==> config.mk <==
export PLATFORM = sky130hd
export DESIGN_NAME = sync_fifo_flags_flat
export DESIGN_NICKNAME = d
export VERILOG_FILES = /design/src/rtl/sync_fifo_flags_if.sv /design/src/rtl/sync_fifo_flags.sv /design/src/flat_wrapper.sv
export SDC_FILE = /design/constraint.sdc
export NUM_CORES = 1
export LEC_CHECK = 0
export ABC_AREA = 1
export CAP_MARGIN = 20
export CORE_MARGIN = 2
export CORE_UTILIZATION = 61
export CTS_CLUSTER_DIAMETER = 100
export DETAILED_ROUTE_END_ITERATION = 7
export GPL_TIMING_DRIVEN = 0
export PLACE_DENSITY = 0.89
export SETUP_SLACK_MARGIN = 0.2
export SYNTH_ARGS = -nofsm -noshare
export SYNTH_HDL_FRONTEND = slang
export SYNTH_SLANG_ARGS = --single-unit
==> constraint.sdc <==
create_clock -name clk -period 3.95 [get_ports clk]
set_input_delay 0.395 -clock clk [delete_from_list [all_inputs] [get_ports clk]]
set_output_delay 0.395 -clock clk [all_outputs]
set_load 0.02 [all_outputs]
==> src/rtl/sync_fifo_flags_if.sv <==
// rtl/sync_fifo_flags_if.sv - Producer/consumer bundle for sync_fifo_flags
interface sync_fifo_flags_if #(
    parameter int DATA_WIDTH = 8,
    parameter int ADDR_WIDTH = 3
);
    logic                  clr;
    logic                  w_en;
    logic [DATA_WIDTH-1:0] w_data;
    logic                  r_en;
    logic [DATA_WIDTH-1:0] r_data;
    logic                  full;
    logic                  empty;
    logic                  almost_full;
    logic                  almost_empty;
    logic [ADDR_WIDTH:0]   count;
    logic                  overflow;
    logic                  underflow;

    modport master (
        output clr, w_en, w_data, r_en,
        input  r_data, full, empty, almost_full, almost_empty, count, overflow, underflow
    );

    modport slave (
        input  clr, w_en, w_data, r_en,
        output r_data, full, empty, almost_full, almost_empty, count, overflow, underflow
    );
endinterface

==> src/rtl/sync_fifo_flags.sv <==
// rtl/sync_fifo_flags.sv - Single-clock FIFO with level, threshold and sticky error flags
module sync_fifo_flags #(
    parameter int DATA_WIDTH = 8,
    parameter int ADDR_WIDTH = 3,
    parameter int AF_THRESH  = 6,
    parameter int AE_THRESH  = 1,
    parameter int FWFT       = 0
) (
    input  logic               clk,
    input  logic               rst_n,
    sync_fifo_flags_if.slave   bus
);
    localparam int                  DEPTH   = 1 << ADDR_WIDTH;
    localparam logic [ADDR_WIDTH:0] DEPTH_C = DEPTH[ADDR_WIDTH:0];
    localparam logic [ADDR_WIDTH:0] AF_C    = AF_THRESH[ADDR_WIDTH:0];
    localparam logic [ADDR_WIDTH:0] AE_C    = AE_THRESH[ADDR_WIDTH:0];

    if (AF_THRESH < 1 || AF_THRESH > DEPTH) begin : g_bad_af
        $error("sync_fifo_flags: AF_THRESH out of range 1..DEPTH");
    end
    if (AE_THRESH < 0 || AE_THRESH > DEPTH - 1) begin : g_bad_ae
        $error("sync_fifo_flags: AE_THRESH out of range 0..DEPTH-1");
    end

    logic [DATA_WIDTH-1:0] mem [DEPTH];
    logic [ADDR_WIDTH-1:0] wr_ptr;
    logic [ADDR_WIDTH-1:0] rd_ptr;
    logic [ADDR_WIDTH:0]   count_q;
    logic                  overflow_q;
    logic                  underflow_q;
    logic                  full_q;
    logic                  empty_q;
    logic                  wr_acc;
    logic                  rd_acc;

    // Flags decode only the registered count so request inputs never reach them combinationally.
    assign full_q  = (count_q == DEPTH_C);
    assign empty_q = (count_q == '0);

    assign wr_acc = bus.w_en & ~full_q  & ~bus.clr;
    assign rd_acc = bus.r_en & ~empty_q & ~bus.clr;

    assign bus.full         = full_q;
    assign bus.empty        = empty_q;
    assign bus.almost_full  = (count_q >= AF_C);
    assign bus.almost_empty = (count_q <= AE_C);
    assign bus.count        = count_q;
    assign bus.overflow     = overflow_q;
    assign bus.underflow    = underflow_q;

    always_ff @(posedge clk) begin
        if (wr_acc) begin
            mem[wr_ptr] <= bus.w_data;
        end
    end

    always_ff @(posedge clk or negedge rst_n) begin
        if (!rst_n) begin
            wr_ptr      <= '0;
            rd_ptr      <= '0;
            count_q     <= '0;
            overflow_q  <= 1'b0;
            underflow_q <= 1'b0;
        end else if (bus.clr) begin
            wr_ptr      <= '0;
            rd_ptr      <= '0;
            count_q     <= '0;
            overflow_q  <= 1'b0;
            underflow_q <= 1'b0;
        end else begin
            if (wr_acc) begin
                wr_ptr <= wr_ptr + 1'b1;
            end
            if (rd_acc) begin
                rd_ptr <= rd_ptr + 1'b1;
            end
            case ({wr_acc, rd_acc})
                2'b10:   count_q <= count_q + 1'b1;
                2'b01:   count_q <= count_q - 1'b1;
                default: count_q <= count_q;
            endcase
            if (bus.w_en && full_q) begin
                overflow_q <= 1'b1;
            end
            if (bus.r_en && empty_q) begin
                underflow_q <= 1'b1;
            end
        end
    end

    if (FWFT == 0) begin : g_reg_read
        logic [DATA_WIDTH-1:0] r_data_q;

        always_ff @(posedge clk or negedge rst_n) begin
            if (!rst_n) begin
                r_data_q <= '0;
            end else if (rd_acc) begin
                r_data_q <= mem[rd_ptr];
            end
        end

        assign bus.r_data = r_data_q;
    end else begin : g_fwft_read
        // Head word is shown directly; it is only meaningful while the FIFO is not empty.
        assign bus.r_data = mem[rd_ptr];
    end
endmodule

==> src/flat_wrapper.sv <==
// flat-port wrapper written by rule: the top's interface ports become plain ports
module sync_fifo_flags_flat 
#(
    parameter int DATA_WIDTH = 8,
    parameter int ADDR_WIDTH = 3,
    parameter int AF_THRESH  = 6,
    parameter int AE_THRESH  = 1,
    parameter int FWFT       = 0
)
  (clk, rst_n, bus_clr, bus_w_en, bus_w_data, bus_r_en, bus_r_data, bus_full, bus_empty, bus_almost_full, bus_almost_empty, bus_count, bus_overflow, bus_underflow);
  sync_fifo_flags_if #(.DATA_WIDTH(DATA_WIDTH), .ADDR_WIDTH(ADDR_WIDTH)) bus_i ();
  input  logic clk;
  input  logic rst_n;
  input wire logic [$bits(bus_i.clr)-1:0] bus_clr;
  input wire logic [$bits(bus_i.w_en)-1:0] bus_w_en;
  input wire logic [$bits(bus_i.w_data)-1:0] bus_w_data;
  input wire logic [$bits(bus_i.r_en)-1:0] bus_r_en;
  output wire logic [$bits(bus_i.r_data)-1:0] bus_r_data;
  output wire logic [$bits(bus_i.full)-1:0] bus_full;
  output wire logic [$bits(bus_i.empty)-1:0] bus_empty;
  output wire logic [$bits(bus_i.almost_full)-1:0] bus_almost_full;
  output wire logic [$bits(bus_i.almost_empty)-1:0] bus_almost_empty;
  output wire logic [$bits(bus_i.count)-1:0] bus_count;
  output wire logic [$bits(bus_i.overflow)-1:0] bus_overflow;
  output wire logic [$bits(bus_i.underflow)-1:0] bus_underflow;
  assign bus_i.clr = bus_clr;
  assign bus_i.w_en = bus_w_en;
  assign bus_i.w_data = bus_w_data;
  assign bus_i.r_en = bus_r_en;
  assign bus_r_data = bus_i.r_data;
  assign bus_full = bus_i.full;
  assign bus_empty = bus_i.empty;
  assign bus_almost_full = bus_i.almost_full;
  assign bus_almost_empty = bus_i.almost_empty;
  assign bus_count = bus_i.count;
  assign bus_overflow = bus_i.overflow;
  assign bus_underflow = bus_i.underflow;
  sync_fifo_flags #(.DATA_WIDTH(DATA_WIDTH), .ADDR_WIDTH(ADDR_WIDTH), .AF_THRESH(AF_THRESH), .AE_THRESH(AE_THRESH), .FWFT(FWFT)) u_core (.clk(clk), .rst_n(rst_n), .bus(bus_i));
endmodule
; ---- Word level (Yosys, flattened, before mapping)
; Memories as Yosys holds them, arrays and structs flattened. A register that Yosys moved wholly into a read port is not among the register bits.
; Index checks and enable logic that the tools add are counted.
[word_totals]
regBits = 12
in_bits = 13
mem_count = 1
ramBits = 64
[classes]
bitwise = 7
order_cmp = 2
eq_ne = 3
muxes = 12
add_sub_neg = 4
n_reduce_logical = 9
[memory_table]
columns = memory, depth, width, rd, rd_clocked_by_memory_dff, wr, line
row1 = u_core.mem, 8, 8, 1, 1, 1, sync_fifo_flags.sv:25  ; logic [DATA_WIDTH-1:0] mem [DEPTH];
[op_table]
columns = cell, count
row1 = 3-bit two-way mux, 4
row2 = 4-bit one-hot mux with 2 select lines, 1
row3 = 2-bit nonzero test, 4
row4 = "3-bit by 1-bit adder with 3-bit output, second input constant", 2
row5 = 1-bit two-way mux, 6
row6 = "4-bit by 1-bit adder with 4-bit output, second input constant", 1
row7 = 1-bit bitwise AND, 4
row8 = "4-bit == test, second input constant", 1
row9 = "4-bit by 3-bit >= comparator with 1-bit output, second input constant", 1
row10 = "4-bit by 1-bit less-or-equal comparator with 1-bit output, second input constant", 1
row11 = 4-bit zero test, 1
row12 = 4-bit two-way mux, 1
row13 = "4-bit by 1-bit subtractor with 4-bit output, second input constant", 1
row14 = 1-bit inverter, 3
row15 = 3-bit nonzero test, 1
row16 = "2-bit by 1-bit == test with 1-bit output, second input constant", 1
row17 = "2-bit == test, second input constant", 1
row18 = 1-bit logical AND, 2
row19 = 1-bit zero test, 1

; ---- Logic depth before layout (Yosys ltp)
; Gate-level depths: netlist of run 1.
[depth]
word_depth = 7
depth_mapped = 10

; ---- Least setup slack after synthesis of run 1
; No wires, ideal clock.
[synth_timing]
path_kind = register to register
from = reg u_core.count_q[0] (netlist: u_core.bus.count[0])
to = mem u_core.mem[4][0] (enable)
required_ns = 3.580
n_path_buf = 0
stages_incl_launch_ff = 8
slack_ns = 1.844
t_arrival_ns = 1.736
setup_time_ns = 0.370
cell_sequence = dfrtp_1 -> inv_1 -> ha_1 -> nand3_2 -> nand2_1 -> nor2_2 -> nand2_1 -> nor2_1
[synth_via]
elab_chain_len = 6
[synth_rtl]
columns = item, line
row1 = "start, declared", sync_fifo_flags.sv:28  ; logic [ADDR_WIDTH:0] count_q;
row2 = "start signal, assigned", sync_fifo_flags.sv:78  ; 2'b10: count_q <= count_q + 1'b1;
row3 = "start signal, assigned", sync_fifo_flags.sv:79  ; 2'b01: count_q <= count_q - 1'b1;
row4 = "start signal, assigned", sync_fifo_flags.sv:80  ; default: count_q <= count_q;
row5 = 4-bit == test, sync_fifo_flags.sv:37  ; assign full_q = (count_q == DEPTH_C);
row6 = 1-bit inverter, sync_fifo_flags.sv:40  ; assign wr_acc = bus.w_en & ~full_q & ~bus.clr;
row7 = 1-bit bitwise AND (2 in a row), sync_fifo_flags.sv:40
row8 = 1-bit two-way mux, sync_fifo_flags.sv:52  ; if (wr_acc) begin
row9 = 1-bit two-way mux (implied by the code), sync_fifo_flags.sv:53  ; mem[wr_ptr] <= bus.w_data;
row10 = "end, declared", sync_fifo_flags.sv:25
; Every way passes these cells.

; ---- Worst setup path in the final report of run 1
[layout_timing]
from = reg u_core.count_q[0] (netlist: u_core.bus.count[0])
to = mem u_core.mem[4][6] (enable)
; The elaborated chain is that of the path after synthesis.

==> run metrics, run 1 <==
dpl ws 1.41 ns; non-filler cells, final 435; top cell type's share of synthesized area 0.534; Final Util 0.743; Worst R2R End u_core.mem[4][6]; FMAX 0.387 GHz; Worst Setup EP u_core.mem[4][6]; die area 6530 sq um; Max Clock Skew 0.0154 ns; Mean Syn Cell Area 11.4 sq um; DP Wirelength 5000 um; leakage 1.59 nW; Buffers on Ports 30; count leader, synth edfxtp_1; Routed WL 7770 um; GR Overflow Total 0; post-synthesis sequential area ratio 0.673; metal2 WL 3750 um; Clock H-tree levels 3; R2R cell count 7; CTS max path bufs 2; layout cell share with drive strength beyond 1 0.0964; pwr/cell area 622 nW/um^2; drc violations 0; Placed Cells incl. Taps 419; CTS tree built; gr usage total 0.263; total power draw 2.59 mW; Crit. Startpoint u_core.bus.count[0]; via count 2623; Clock Latency Late Sink 0.36 ns; CTS Buf Count 9; CTS Hold Bufs 0; Die W 80.8 um; Compound-Gate Fraction of Synth Area 0.103; post-CTS setup buffer count 0; Critical Path RT 3.92 ns; post-layout min period 2.59 ns; VDD IR max 0.467 mV; WP data arrival 2.56 ns; area occupied by multi-input gates 1040 sq um; HP Start u_core.bus.r_data[6]; Max Used Layer met4; Root Buffer clkbuf_8; Post-synth EDFFs 64; Max Slew Vio Count 0; Final Hold Fails 0; unrepaired setup endpoints after global routing no; fin area 4160 sq um; xor/xnor share of the synthesized area 0.00973; main area contributors after synthesis edfxtp_1 (53%), dfrtp_1 (14%), nor2_1 (6.0%), nand2_1 (5.2%), o21ai_0 (4.2%); Routed WL per cell 17.9 um; Yosys warnings 0; antenna-violating nets left 0; number of global-route vias before repair 2493; Simple-Gate Fraction of Synth Area 0.152; initial antenna violation count 0; syn_nets 337; worst slew pin tran 1.00 ns; number of fill cells in the layout 373; I/O pin count 31; RD Place Congestion 0.870; clock-pin slew on the worst setup and hold paths 0.08 ns; Worst slew margin 0.330; ant diodes 0; mux contribution to synthesized area 0; Most used DFF post-synth edfxtp_1; Hold Crit Class flop to flop; CTS sink count 84; DRT Pass-1 Iters 5; met3 wire length 858 um; setup TNS 0 ns; Cell variety after synth 27; worst-path maximum fanout 8; Synth Instances 317; # nets final 378; Layout area overhead 15.7%; Initial Util 0.642; placed cell area 3990 sq um; Yosys reg bits 84; Crit. End Element flop; site row count 27; largest net degree at the start of global routing 21; final worst slack 1.36 ns; drt first-iter violations 419; Reg2Reg Launch Point u_core.bus.count[0]; ys async rst share 0.238; final setup violating endpoints 0; Die Y 80.8 um; Post-synth top cells edfxtp_1 (64), nor2_1 (58), nand2_1 (50); Max Cap Viol 0; post-CTS sizing 0; status complete, no violations; adder-cell share of the synthesized area 0.0243; met1 WL 2960 um; core area 5610 sq um; Hold WS 0.482 ns; critical path class flop to flop; Synth area leader edfxtp_1; Setup crit start kind flop; Cell Area, Synth 3600 sq um; ratio of final minimum period to clock period 0.655; worst reg2reg setup slack 1.36 ns; sequential cell area 2420 sq um; drt via density 6.03; largest family of logic cells by synthesized area simple AND/OR/NAND/NOR gates; first-pass GRT wire length 12300 um
[worst min path at each step]
stage	slack (ns)	cells after the start	end
after CTS	0.49	2	u_core.bus.r_data[6]
after global routing	0.49	2	u_core.bus.r_data[6]
after detailed placement	0.47	2	u_core.bus.r_data[6]
after floorplan	0.1	0	u_core.bus.count[0]
after global placement	0.46	2	u_core.bus.r_data[5]
final	0.48	2	u_core.bus.r_data[6]
[flip-flops by register name (all words and copies together), names as in the netlist]
name,count
u_core.mem,64
u_core.bus.underflow,1
u_core.bus.overflow,1
u_core.bus.r_data,8
u_core.rd_ptr,3
u_core.wr_ptr,3
u_core.bus.count,4
[final cells by class]
| type | instances | area share |
|---|---|---|
| flip-flops and latches | 84 | 0.582 |
| multi-input cells | 202 | 0.249 |
| repair buffers | 30 | 0.0721 |
| clock buffers | 9 | 0.0297 |
| well taps | 72 | 0.0216 |
| plain buffers | 13 | 0.0171 |
| inverters | 18 | 0.0162 |
| clock inverters | 7 | 0.0120 |
[critical path: stages, from the launching register on]
cell	delay, ns
dfrtp_1	0.45
inv_1	0.14
ha_1	0.27
nand3_2	0.11
nand2_1	0.10
nor2_2	0.19
nand2_1	0.15
nor2_1	0.78
[cells in the final DEF (no fill, tap or decap), types with 2 or more instances in the layout]
cell,count
inv_6,2
a21oi_1,4
nand3_2,2
o21a_1,3
nor2_2,3
nand3_1,12
inv_1,12
clkbuf_1,7
o21ai_1,8
o21ai_0,30
clkbuf_8,9
inv_2,5
nor2_1,58
edfxtp_1,64
clkinv_1,2
nand2_1,50
buf_2,3
dfrtp_1,20
clkinv_2,2
ha_1,7
clkdlybuf4s50_1,30
o211ai_1,16
xor2_1,3
buf_6,2
[layer usage]
layer  track usage  up-vias
li1              -     1181
met1         0.328     1226
met2         0.426      186
met3        0.0822       30
met4         0.115        0
met5             0        -
[power by group]
part	internal [mW]	switching [mW]	leakage, nW	total [mW]
logic	0.367	0.579	0.657	0.947
registers	1.03	0.0604	0.839	1.10
clock network	0.233	0.317	0.0894	0.550
total	1.63	0.957	1.59	2.59
[cell families (layout without fill, tap and decap cells)]
group | Yosys count | after routing
AO/OA/AOI/OAI | 62 | 62
XOR/XNOR | 4 | 4
adder cells (fa/ha/maj) | 7 | 7
buffers and inverters | 31 | 77
flip-flops | 84 | 84
AND/OR/NAND/NOR | 129 | 129
(Power assumes the default switching activity.)
==> run 2: changes to the inputs <==
CORE_UTILIZATION = 51   (was 61)
PLACE_DENSITY = 0.8   (was 0.89)
clock period = 2.3 ns   (was 3.95 ns; I/O delays follow)
==> run metrics, run 2 (synthesized netlist as in run 1, its figures left out) <==
drt via density 5.71 (-5.2%); post-layout min period 1.99 ns (-0.598 ns); Root Buffer clkbuf_8; CP cell instances inv_1 -> ha_2 -> nand3_2 -> nand2_1 -> nor2_4 -> nand2_2 -> nor2_4 -> buf_4; initial antenna violation count 0 (unchanged); antenna-violating nets left 0 (unchanged); largest net degree at the start of global routing 21 (unchanged); core area 6790 sq um (+21%); dpl ws -0.194 ns (-1.60 ns); Clock H-tree levels 3 (unchanged); I/O pin count 31 (unchanged); drc violations 0 (unchanged); R2R cell count 8 (+1); Crit. End Element flop; # nets final 389 (+2.9%); Max Clock Skew 0.0150 ns (-0.000341 ns); Routed WL 8600 um (+11%); final worst slack 0.312 ns (-1.05 ns); most frequent CP cell nor2_4; most common cell after layout, fill and taps aside edfxtp_1; number of fill cells in the layout 483 (+29%); GR Overflow Total 0 (unchanged); FMAX 0.503 GHz (+30%); ant diodes 0 (unchanged); pwr/cell area 1070 nW/um^2 (+72%); max FFs per register 64 (unchanged); CP max-delay cell dfrtp_2; Worst slew margin 0.400 (+0.0703); worst-path maximum fanout 7 (-1); number of global-route vias before repair 2492 (-0.040%); worst slew pin tran 0.897 ns (-0.105 ns); Placed Cells incl. Taps 443 (+5.7%); CTS sink count 84 (unchanged); Reg with most FFs u_core.mem; worst reg2reg setup slack 0.31 ns (-1.05 ns); critical path class flop to flop; Critical Path RT 2.38 ns (-1.54 ns); Reg2Reg Launch Point u_core.bus.count[1]; Final Util 0.662 (-0.0805); Max Slew Vio Count 0 (unchanged); Layout area overhead 25.0%; Setup crit start kind flop; Hold Crit Class primary input to asynchronous set/reset pin; first-pass GRT wire length 13200 um (+7.8%); layout cell share with drive strength beyond 1 0.163 (+0.0667); DP Wirelength 4910 um (-1.8%); unrepaired setup endpoints after global routing no; CTS max path bufs 2 (unchanged); CTS Buf Count 9 (unchanged); via count 2686 (+2.4%); Die W 88.0 um (+8.9%); clock-pin slew on the worst setup and hold paths 0.09 ns (about the same); Crit. Startpoint u_core.bus.count[1]; non-filler cells, final 470 (+8.0%); crit-path max cell delay 0.43 ns (-0.35 ns); ratio of final minimum period to clock period 0.864 (+0.210); Buffers on Ports 30 (unchanged); die area 7750 sq um (+19%); DRT Pass-1 Iters 5 (unchanged); Routed WL per cell 18.3 um (+2.4%); VDD IR max 0.443 mV (-5.3%); drt first-iter violations 237 (-43%); WP data arrival 2.07 ns (-0.49 ns); Initial Util 0.530 (-0.112); RD Place Congestion 0.838 (-3.7%); final setup violating endpoints 0 (unchanged); Max Cap Viol 0 (unchanged); Worst R2R End u_core.mem[7][1]; Die Y 88.0 um (+8.9%); Clock Latency Late Sink 0.35 ns (about the same); gr usage total 0.236 (-0.0268); leakage 1.71 nW (+7.9%); site row count 30 (+11%); status complete, no violations; most frequent cells in the layout edfxtp_1 (64), nor2_1 (50), nand2_1 (48), o21ai_0 (30), clkdlybuf4s50_1 (26); CTS tree built; Final Hold Fails 0 (unchanged)
run 2: cell types whose count changed in the layout (fill, tap and decap cells not counted), moves of 3 or more:
cell / delta
nor2_4: +9
nor2_1: -8
buf_12: +6
buf_4: +5
clkdlybuf4s50_1: -4
bufinv_16: +3
dlygate4sd2_1: +3
run 2: how the worst max path moves through the flow:
| stage | end | cells past startpoint |
|---|---|---|
| final | u_core.mem[7][1] | 8 |
| after detailed placement | u_core.mem[5][0] | 7 |
| after CTS | bus_almost_full | 5 |
| after global routing | u_core.mem[7][3] | 8 |
| after global placement | u_core.mem[4][0] | 7 |
| after floorplan | u_core.mem[4][0] | 7 |
run 2: timing repair:
item | CTS | global route
endpoints found under the setup margin | 68 | 66
buffers inserted | 11 | 0
pin swaps | 7 | 0
hold endpoints to repair | 0 | 0
hold buffers | 0 | 0
resized for setup | 22 | 5
run 2: layout make-up:
class,instances,area [sq um],area share
plain buffers,13,71.3,0.0159
multi-input cells,202,1110,0.247
well taps,96,120,0.0267
clock buffers,9,124,0.0275
clock inverters,7,123,0.0273
flip-flops and latches,84,2420,0.539
inverters,18,67.6,0.0150
repair buffers,41,457,0.102
run 2: where the power goes:
| part | switching (mW) | internal [mW] |
|---|---|---|
| registers | 0.112 | 1.78 |
| logic | 1.03 | 0.632 |
| clock network | 0.545 | 0.728 |
| total | 1.69 | 3.14 |
run 2: critical path: cells and delay by family, from the launching register on:
kind / cells / cell delay [ns]
AND/OR/NAND/NOR: 5 / 0.78
adder cells (fa/ha/maj): 1 / 0.22
flip-flops: 1 / 0.43
buffers and inverters: 2 / 0.28
run 2: layer usage:
metal	routed length (um)	GRT usage	part of all wire	vias to the layer above
met4	269	0.101	0.031	0
li1	-	-	-	1200
met1	3500	0.309	0.41	1295
met2	4210	0.393	0.49	162
met5	0	0	0	-
met3	625	0.0405	0.073	29
run 2: through the flow:
| step | TNS [ns] | cell area (sq um) | hold WS [ns] | total power, mW |
|---|---|---|---|---|
| final | 0 | 4500 | 0.375 | 4.83 |
| after global routing | 0 | 4500 | 0.468 | 5.07 |
| after CTS | 0 | 4490 | 0.391 | 4.78 |
| after detailed placement | -8.55 | 4020 | 0.467 | 3.51 |
| after global placement | -3.61 | 4020 | 0.462 | 3.46 |
| after floorplan | 0 | 3600 | -0.0656 | 2.92 |
